==> config.mk <==
export PLATFORM = sky130hd
export DESIGN_NAME = decode_ctrl_m
export DESIGN_NICKNAME = d
export VERILOG_FILES = /design/src/rtl/decode_ctrl_m.sv
export SDC_FILE = /design/constraint.sdc
export NUM_CORES = 1
export LEC_CHECK = 0
export CORE_UTILIZATION = 35
export DETAILED_ROUTE_END_ITERATION = 12
export PLACE_DENSITY_LB_ADDON = 0.1
export SETUP_SLACK_MARGIN = 0.4
export SYNTH_ARGS = -nofsm -noshare
export SYNTH_HDL_FRONTEND = slang
export SYNTH_SLANG_ARGS = --single-unit
export TNS_END_PERCENT = 5
==> constraint.sdc <==
create_clock -name clk -period 2.2 [get_ports clk]
set_input_delay 0.55 -clock clk [delete_from_list [all_inputs] [get_ports clk]]
set_output_delay 0.55 -clock clk [all_outputs]
set_load 0.05 [all_outputs]
==> src/rtl/decode_ctrl_m.sv <==
// RV32I + M-extension decode for the ID stage, with a multi-cycle MUL/DIV sequencer
// that stalls the front end until the result is ready for writeback.
module decode_ctrl_m #(
  parameter int MUL_LAT = 3,
  parameter int DIV_LAT = 32
) (
  input  logic        clk,
  input  logic        rst,
  input  logic [31:0] inst,
  input  logic        inst_valid,
  input  logic        cmp_res,
  input  logic        flush,
  output logic        Branch,
  output logic        JALR,
  output logic        ALUSrc_A,
  output logic        ALUSrc_B,
  output logic        DatatoReg,
  output logic        RegWrite,
  output logic        mem_w,
  output logic        MIO,
  output logic        rs1use,
  output logic        rs2use,
  output logic [1:0]  hazard_optype,
  output logic [2:0]  ImmSel,
  output logic [2:0]  cmp_ctrl,
  output logic [3:0]  ALUControl,
  output logic        md_start,
  output logic        md_busy,
  output logic        md_done,
  output logic        stall,
  output logic        illegal,
  output logic [2:0]  md_op
);

  typedef enum logic [1:0] {IDLE = 2'd0, BUSY = 2'd1, DONE = 2'd2} state_t;

  localparam logic [6:0] OP_R      = 7'b0110011;
  localparam logic [6:0] OP_IMM    = 7'b0010011;
  localparam logic [6:0] OP_LOAD   = 7'b0000011;
  localparam logic [6:0] OP_STORE  = 7'b0100011;
  localparam logic [6:0] OP_BRANCH = 7'b1100011;
  localparam logic [6:0] OP_LUI    = 7'b0110111;
  localparam logic [6:0] OP_AUIPC  = 7'b0010111;
  localparam logic [6:0] OP_JAL    = 7'b1101111;
  localparam logic [6:0] OP_JALR   = 7'b1100111;

  localparam logic [3:0] ALU_ADD  = 4'd1;
  localparam logic [3:0] ALU_SUB  = 4'd2;
  localparam logic [3:0] ALU_AND  = 4'd3;
  localparam logic [3:0] ALU_OR   = 4'd4;
  localparam logic [3:0] ALU_XOR  = 4'd5;
  localparam logic [3:0] ALU_SLL  = 4'd6;
  localparam logic [3:0] ALU_SRL  = 4'd7;
  localparam logic [3:0] ALU_SLT  = 4'd8;
  localparam logic [3:0] ALU_SLTU = 4'd9;
  localparam logic [3:0] ALU_SRA  = 4'd10;
  localparam logic [3:0] ALU_AP4  = 4'd11;
  localparam logic [3:0] ALU_BOUT = 4'd12;

  localparam logic [5:0] MUL_LAT_M1 = 6'(MUL_LAT - 1);
  localparam logic [5:0] DIV_LAT_M1 = 6'(DIV_LAT - 1);

  logic [6:0] opcode;
  logic [2:0] funct3;
  logic [6:0] funct7;
  logic       unused_inst_bits;

  assign opcode = inst[6:0];
  assign funct3 = inst[14:12];
  assign funct7 = inst[31:25];
  // Register specifiers are consumed by the register file, not by this block.
  assign unused_inst_bits = ^{inst[24:15], inst[11:7]};

  logic is_r, is_m, is_ialu, is_load, is_store, is_branch;
  logic is_lui, is_auipc, is_jal, is_jalr;

  // NOTE: every always_comb output gets a default first, so no path can infer a latch.
  always_comb begin
    is_r      = 1'b0;
    is_m      = 1'b0;
    is_ialu   = 1'b0;
    is_load   = 1'b0;
    is_store  = 1'b0;
    is_branch = 1'b0;
    is_lui    = 1'b0;
    is_auipc  = 1'b0;
    is_jal    = 1'b0;
    is_jalr   = 1'b0;
    if (inst_valid) begin
      case (opcode)
        OP_R: begin
          if (funct7 == 7'b0000001)
            is_m = 1'b1;
          else if (funct7 == 7'b0000000 ||
                   (funct7 == 7'b0100000 && (funct3 == 3'b000 || funct3 == 3'b101)))
            is_r = 1'b1;
        end
        OP_IMM: begin
          case (funct3)
            3'b001:  is_ialu = (funct7 == 7'b0000000);
            3'b101:  is_ialu = (funct7 == 7'b0000000) || (funct7 == 7'b0100000);
            default: is_ialu = 1'b1;
          endcase
        end
        OP_LOAD:   is_load   = !(funct3 == 3'b011 || funct3 == 3'b110 || funct3 == 3'b111);
        OP_STORE:  is_store  = !funct3[2] && (funct3 != 3'b011);
        OP_BRANCH: is_branch = (funct3[2:1] != 2'b01);
        OP_LUI:    is_lui    = 1'b1;
        OP_AUIPC:  is_auipc  = 1'b1;
        OP_JAL:    is_jal    = 1'b1;
        OP_JALR:   is_jalr   = (funct3 == 3'b000);
        default:   ;
      endcase
    end
  end

  function automatic logic [3:0] alu_code(input logic [2:0] f3, input logic alt);
    case (f3)
      3'b000:  return alt ? ALU_SUB : ALU_ADD;
      3'b001:  return ALU_SLL;
      3'b010:  return ALU_SLT;
      3'b011:  return ALU_SLTU;
      3'b100:  return ALU_XOR;
      3'b101:  return alt ? ALU_SRA : ALU_SRL;
      3'b110:  return ALU_OR;
      default: return ALU_AND;
    endcase
  endfunction

  function automatic logic [2:0] cmp_code(input logic [2:0] f3);
    case (f3)
      3'b000:  return 3'd1;
      3'b001:  return 3'd2;
      3'b100:  return 3'd3;
      3'b101:  return 3'd5;
      3'b110:  return 3'd4;
      3'b111:  return 3'd6;
      default: return 3'd0;
    endcase
  endfunction

  always_comb begin
    ALUControl = 4'd0;
    if (is_r)
      ALUControl = alu_code(funct3, funct7[5]);
    else if (is_ialu)
      // For ADDI bit 30 is immediate data, so only a shift may select the alternate op.
      ALUControl = alu_code(funct3, (funct3 == 3'b101) && funct7[5]);
    else if (is_load || is_store || is_auipc)
      ALUControl = ALU_ADD;
    else if (is_jal || is_jalr)
      ALUControl = ALU_AP4;
    else if (is_lui)
      ALUControl = ALU_BOUT;
  end

  always_comb begin
    ImmSel = 3'd0;
    if (is_ialu || is_load || is_jalr) ImmSel = 3'd1;
    else if (is_branch)                ImmSel = 3'd2;
    else if (is_jal)                   ImmSel = 3'd3;
    else if (is_store)                 ImmSel = 3'd4;
    else if (is_lui || is_auipc)       ImmSel = 3'd5;
  end

  always_comb begin
    hazard_optype = 2'b00;
    if (is_r || is_ialu || is_jal || is_jalr || is_lui || is_auipc || is_m)
      hazard_optype = 2'b01;
    else if (is_load)
      hazard_optype = 2'b10;
    else if (is_store)
      hazard_optype = 2'b11;
  end

  assign cmp_ctrl  = is_branch ? cmp_code(funct3) : 3'd0;
  assign Branch    = (is_branch && cmp_res) || is_jal || is_jalr;
  assign JALR      = is_jalr;
  assign ALUSrc_A  = is_jal || is_jalr || is_auipc;
  assign ALUSrc_B  = is_ialu || is_load || is_store || is_lui || is_auipc;
  assign DatatoReg = is_load;
  assign mem_w     = is_store;
  assign MIO       = is_load || is_store;
  assign rs1use    = is_jalr || is_r || is_ialu || is_store || is_branch || is_load || is_m;
  assign rs2use    = is_r || is_store || is_branch || is_m;
  assign illegal   = inst_valid && !(is_r || is_m || is_ialu || is_load || is_store ||
                                     is_branch || is_lui || is_auipc || is_jal || is_jalr);

  // M-op writeback happens only in the DONE cycle; the decoded write enable excludes it.
  assign RegWrite  = is_r || is_ialu || is_load || is_lui || is_auipc || is_jal || is_jalr ||
                     md_done;

  state_t     state;
  logic [5:0] cnt;
  logic [2:0] op_q;

  assign md_start = (state == IDLE) && is_m && !flush && !rst;
  assign md_busy  = (state == BUSY);
  assign md_done  = (state == DONE) && !flush;
  assign stall    = md_start || md_busy;
  assign md_op    = (state == IDLE) ? (is_m ? funct3 : 3'b000) : op_q;

  // NOTE: sequential state uses non-blocking assignments so every flop samples pre-edge values.
  always_ff @(posedge clk) begin
    if (rst) begin
      state <= IDLE;
      cnt   <= 6'd0;
      op_q  <= 3'b000;
    end else begin
      case (state)
        IDLE: begin
          if (md_start) begin
            state <= BUSY;
            cnt   <= funct3[2] ? DIV_LAT_M1 : MUL_LAT_M1;
            op_q  <= funct3;
          end
        end
        BUSY: begin
          if (flush) begin
            state <= IDLE;
            cnt   <= 6'd0;
          end else if (cnt == 6'd0) begin
            state <= DONE;
          end else begin
            cnt <= cnt - 6'd1;
          end
        end
        DONE:    state <= IDLE;
        default: state <= IDLE;
      endcase
    end
  end

endmodule

* After elaboration in Yosys (flattened, before gate mapping) *
Index checks and enable logic that the tools add are counted.

operators by class
  muxes and demuxes = 56
  add/subtract/negate cells = 1
  reduce and logical (&&, ||, !) cells = 70
  eq/ne operators = 25

operators by type and width
  operator                                                number
  one-hot mux 4 bit (7 select lines)                      2
  logical OR 1 bit                                        48
  == test 7 x 6 -> 1 bit (second input constant)          4
  2-to-1 mux 4 bit                                        7
  2-to-1 mux 3 bit                                        8
  2-to-1 mux 1 bit                                        23
  == test 7 bit (second input constant)                   3
  2-to-1 mux 6 bit                                        3
  one-hot mux 3 bit (6 select lines)                      1
  2-to-1 mux 2 bit                                        8
  == test 7 x 5 -> 1 bit (second input constant)          2
  == test 3 bit (second input constant)                   4
  one-hot mux 6 bit (2 select lines)                      1
  logical AND 1 bit                                       9
  == test 7 x 1 -> 1 bit (second input constant)          1
  == test 7 x 2 -> 1 bit (second input constant)          1
  zero test 7 bit                                         1
  == test 3 x 2 -> 1 bit (second input constant)          2
  zero test 6 bit                                         1
  inequality test 3 x 2 -> 1 bit (second input constant)  2
  subtractor 6 x 1 -> 6 bit (second input constant)       1
  zero test 1 bit                                         5
  2-to-1 mux 5 bit                                        1
  one-hot mux 2 bit (2 select lines)                      1
  12 further kinds                                        13

storage, ports and cells
  bits in registers = 11
  input bits = 37
  word-level logic and storage cells = 155

* Logic depth before layout (Yosys ltp) *
  depth in word-level cells = 19
  mapped depth = 6
  mapped depth without buffers = 6

* Worst setup path before layout *
No wires, ideal clock.

  path type = in2out
  start point = input inst[12]
  end point = output rs1use
  required time = 1650 ps
  data arrival time = 3154 ps
  setup slack = -1504 ps
  cell stages on the path = 5
  path buffers = 1
  cells stage by stage = buf_6 > or3_4 > nor4_1 > a211oi_1 > nand4b_1

on the way
  elaborated cells on any way between the ends = 33

RTL lines
  item                           line  text
  start, declared                9     input logic [31:0] inst,
  zero test 3 bit                111   OP_JALR: is_jalr = (funct3 == 3'b000);
  2-to-1 mux 1 bit               90    case (opcode)
  2-to-1 mux 1 bit               89    if (inst_valid) begin
  named net JALR                 14    output logic JALR,
  logical OR 1 bit (6 in a row)  184   assign rs1use = is_jalr || is_r || is_ialu || is_store || is_branch || is_load || is_m;
  end, declared                  21    output logic rs1use,

The timed path passes the listed nets, and every way through them passes these cells.

* Worst setup path after layout *
  start point = input inst[31]
  end point = output illegal

on the way
  word-level cells in the longest chain between the ends = 18
  elaborated cells on any way between the ends = 27

ends and longest elaborated chain
  item                             line     text
  == test 7 x 6 -> 1 bit           95, 101
  logical AND 1 bit                95       (funct7 == 7'b0100000 && (funct3 == 3'b000 || funct3 == 3'b101)))
  logical OR 1 bit                 94       else if (funct7 == 7'b0000000 ||
  2-to-1 mux 1 bit                 94
  2-to-1 mux 1 bit                 92       if (funct7 == 7'b0000001)
  2-to-1 mux 1 bit                 90
  2-to-1 mux 1 bit                 89
  logical OR 1 bit                 186      assign illegal = inst_valid && !(is_r || is_m || is_ialu || is_load || is_store ||
  logical OR 1 bit * (4 in a row)  186
  logical OR 1 bit * (4 in a row)  187      is_branch || is_lui || is_auipc || is_jal || is_jalr);
  zero test 1 bit *                186
  logical AND 1 bit *              186
  end, declared                    31       output logic illegal,

Mark *: on every way between the ends. The rest lies on a longest branch, timed or not.

==> reports/qor.txt <==
Max_cap viols = 0
Final Slew Violations = 0
Setup ws final = -0.271 ns
Part of the power in the clock network = 0.310
Area Growth Syn to Fin = 125%
Netlist Area Pre-Place = 1340 µm²
Iter 0 DRT Violations = 118
Post-route cell area = 3010 µm²
Final Cycle Share = 1.12
Antenna Nets Post-Route = 0
Most common cell after layout, fill and taps aside = buf_4
Placed cell area = 2630 µm²
Placed insts = 339
Post-synth EDFFs = 0
Sw frac = 0.313
Vias per cell = 5.84
Seq/Total Area, Yosys = 0.165
Synthesized flop and latch total = 11
Inserted Diodes = 0
Non-filler cells, final = 353
Leakage = 1.32 nW
Total GRT Usage = 0.304
Fmax = 0.405 GHz
WL final = 5990 µm
Number of buffers added on ports = 51
FP Rows = 22
Core area = 3660 µm²
Fin. Hold Viols = 0
Crit-path max FO = 7
GRT overflow = 0
# IOs = 67
Die height = 63.8 µm
Avg Inst Size Synth = 7.22 µm²
Crit end category = output port
DP HPWL = 4330 µm
Yosys cell types = 57
Share of the core filled with cells = 0.822
Total die area = 4070 µm²
Nets = 345
Crit path arrival time = 1.92 ns
Worst hold path class = reg -> reg
Root buf cell = clkbuf_8
Maximum vdd drop = 0.305 mV
Pre-antenna DRT Iters = 4
Clock Sinks = 11
Register clock-pin slew on the reported worst setup and hold paths = 0.05 ns
Share of post-route cells with drive strength above 1 = 0.603
Total number of vias = 2061
Pint = 454 µW
CTS tree = yes
NetSw = 207 µW
Async set-reset flop share out of synthesis = 0
Top-area cell type share of the netlist area = 0.165
Unrepaired setup endpoints after global routing = true
Die X = 63.8 µm
Crit path kind = in -> out
Status = finished with violations
Syn Nets = 224
Worst path slowest cell = a311oi_4
Hold buffer count at cts = 0
Initial antenna violation count = 0
Post-route setup TNS = -4.73 ns
Post-synth top area cell = dfxtp_1
Worst slack, placed = -0.795 ns
Synthesis Warnings = 0
Most frequent cells in the layout = buf_4, buf_12, buf_6, inv_1, nand2_1
Worst-Margin Slew = 0.413 ns
CP Launch Type = input port
Max_slew headroom = 0.723
Vias in the first global route = 2058
Max Buffers Root-to-Sink = 2
Synth Instances = 185
Slowest stage delay, CP = 0.36 ns
Worst hold margin = 0.453 ns
Minimum clock period = 2.47 ns
Post-synth top flop = dfxtp_1
Sequential fraction of design power = 0.302
WL/cell = 17.0 µm
Final Skew = 0.00301 ns
Largest net degree at the start of global routing = 12
Placer Congestion = 0.902
PD cells = 220 nW/µm²
CP required = 1.65 ns
Starting density of the core = 0.365
Clock H-tree levels = 1
Drt drc = 0
Clk_lat worst skew = 0.24 ns
First-pass GRT wire length = 9780 µm
Failing checks = negative setup slack
Comb pwr share = 0.388
Ordered list of cells on the worst path = clkdlybuf4s15_2 > nor2_2 > a311oi_4 > a2bb2oi_4 > and4_4 > buf_12
Tot Pwr = 661 µW
Most area-consuming cells after synthesis = dfxtp_1, a21oi_1, inv_1
Total CTS buffers = 3
Final Setup Violations = 26
## final cells by class
type                       instances  area [µm²]
timing repair buffer             124        1350
multi-input combinational        150        1270
tap                               48        60.1
inverter                          16        60.1
sequential                        11         221
clock buffer                       4        45.0
fill                             218         653
## critical path, delay by kind of cell
family,cells,cell delay (ns)
and+or+nand+nor,2,0.34
AOI/OAI and AO/OA,2,0.70
buffers and inverters,2,0.32
## timing repair
action | in CTS | in global routing
endpoints found under the setup margin | 39 | 39
pin swaps | 34 | 15
setup buffers | 10 | 0
resized for setup | 144 | 13
## flip-flops by register name, summed over array words and instances (netlist names)
signal / count
state: 2
cnt: 6
op_q: 3
## kinds of logic after synthesis
family,share of synthesized area
AND/OR/NAND/NOR,0.384
AO/OA/AOI/OAI,0.349
buffers and inverters,0.0768
flip-flops,0.165
adder cells (fa/ha/maj),0.0187
XOR/XNOR,0.00656
## synth_stat cells, types with 4 or more instances
master    number
o21ai_0       10
nor2b_1        4
nor3_1         5
a211oi_1       4
o21ai_1        7
nand2_1       15
dfxtp_1       11
nand3_1        6
inv_1         16
nor3b_1        4
nor2_1        15
and4_1         4
a21oi_1       15
nand4_1        6
## power groups by stage
stage,clock [mW],sequential (mW),combinational [mW]
final,0.205,0.200,0.256
after floorplan,0,0.204,0.0819
after CTS,0.205,0.200,0.245
after global routing,0.213,0.199,0.270
after global placement,0,0.204,0.208
after detailed placement,0,0.204,0.214
## per-layer routing
metal	vias to the layer above	GRT usage	share of wire
met3	22	0.0179	0.039
li1	953	-	-
met5	-	0	0
met2	82	0.584	0.54
met4	0	0.145	0.032
met1	1004	0.335	0.39
## worst paths after layout
path | depth (start not counted) | endpoint | startpoint | slack, ns
max | 6 | illegal | inst[31] | -0.27
min | 2 | op_q[2]$_SDFFE_PP0P_ | op_q[2]$_SDFFE_PP0P_ | 0.45
max reg2reg | 6 | cnt[0]$_SDFFE_PP0P_ | cnt[0]$_SDFFE_PP0P_ | 0.57
min reg2reg | 2 | op_q[2]$_SDFFE_PP0P_ | op_q[2]$_SDFFE_PP0P_ | 0.45
Note: power is estimated with default switching activity, not from simulation.
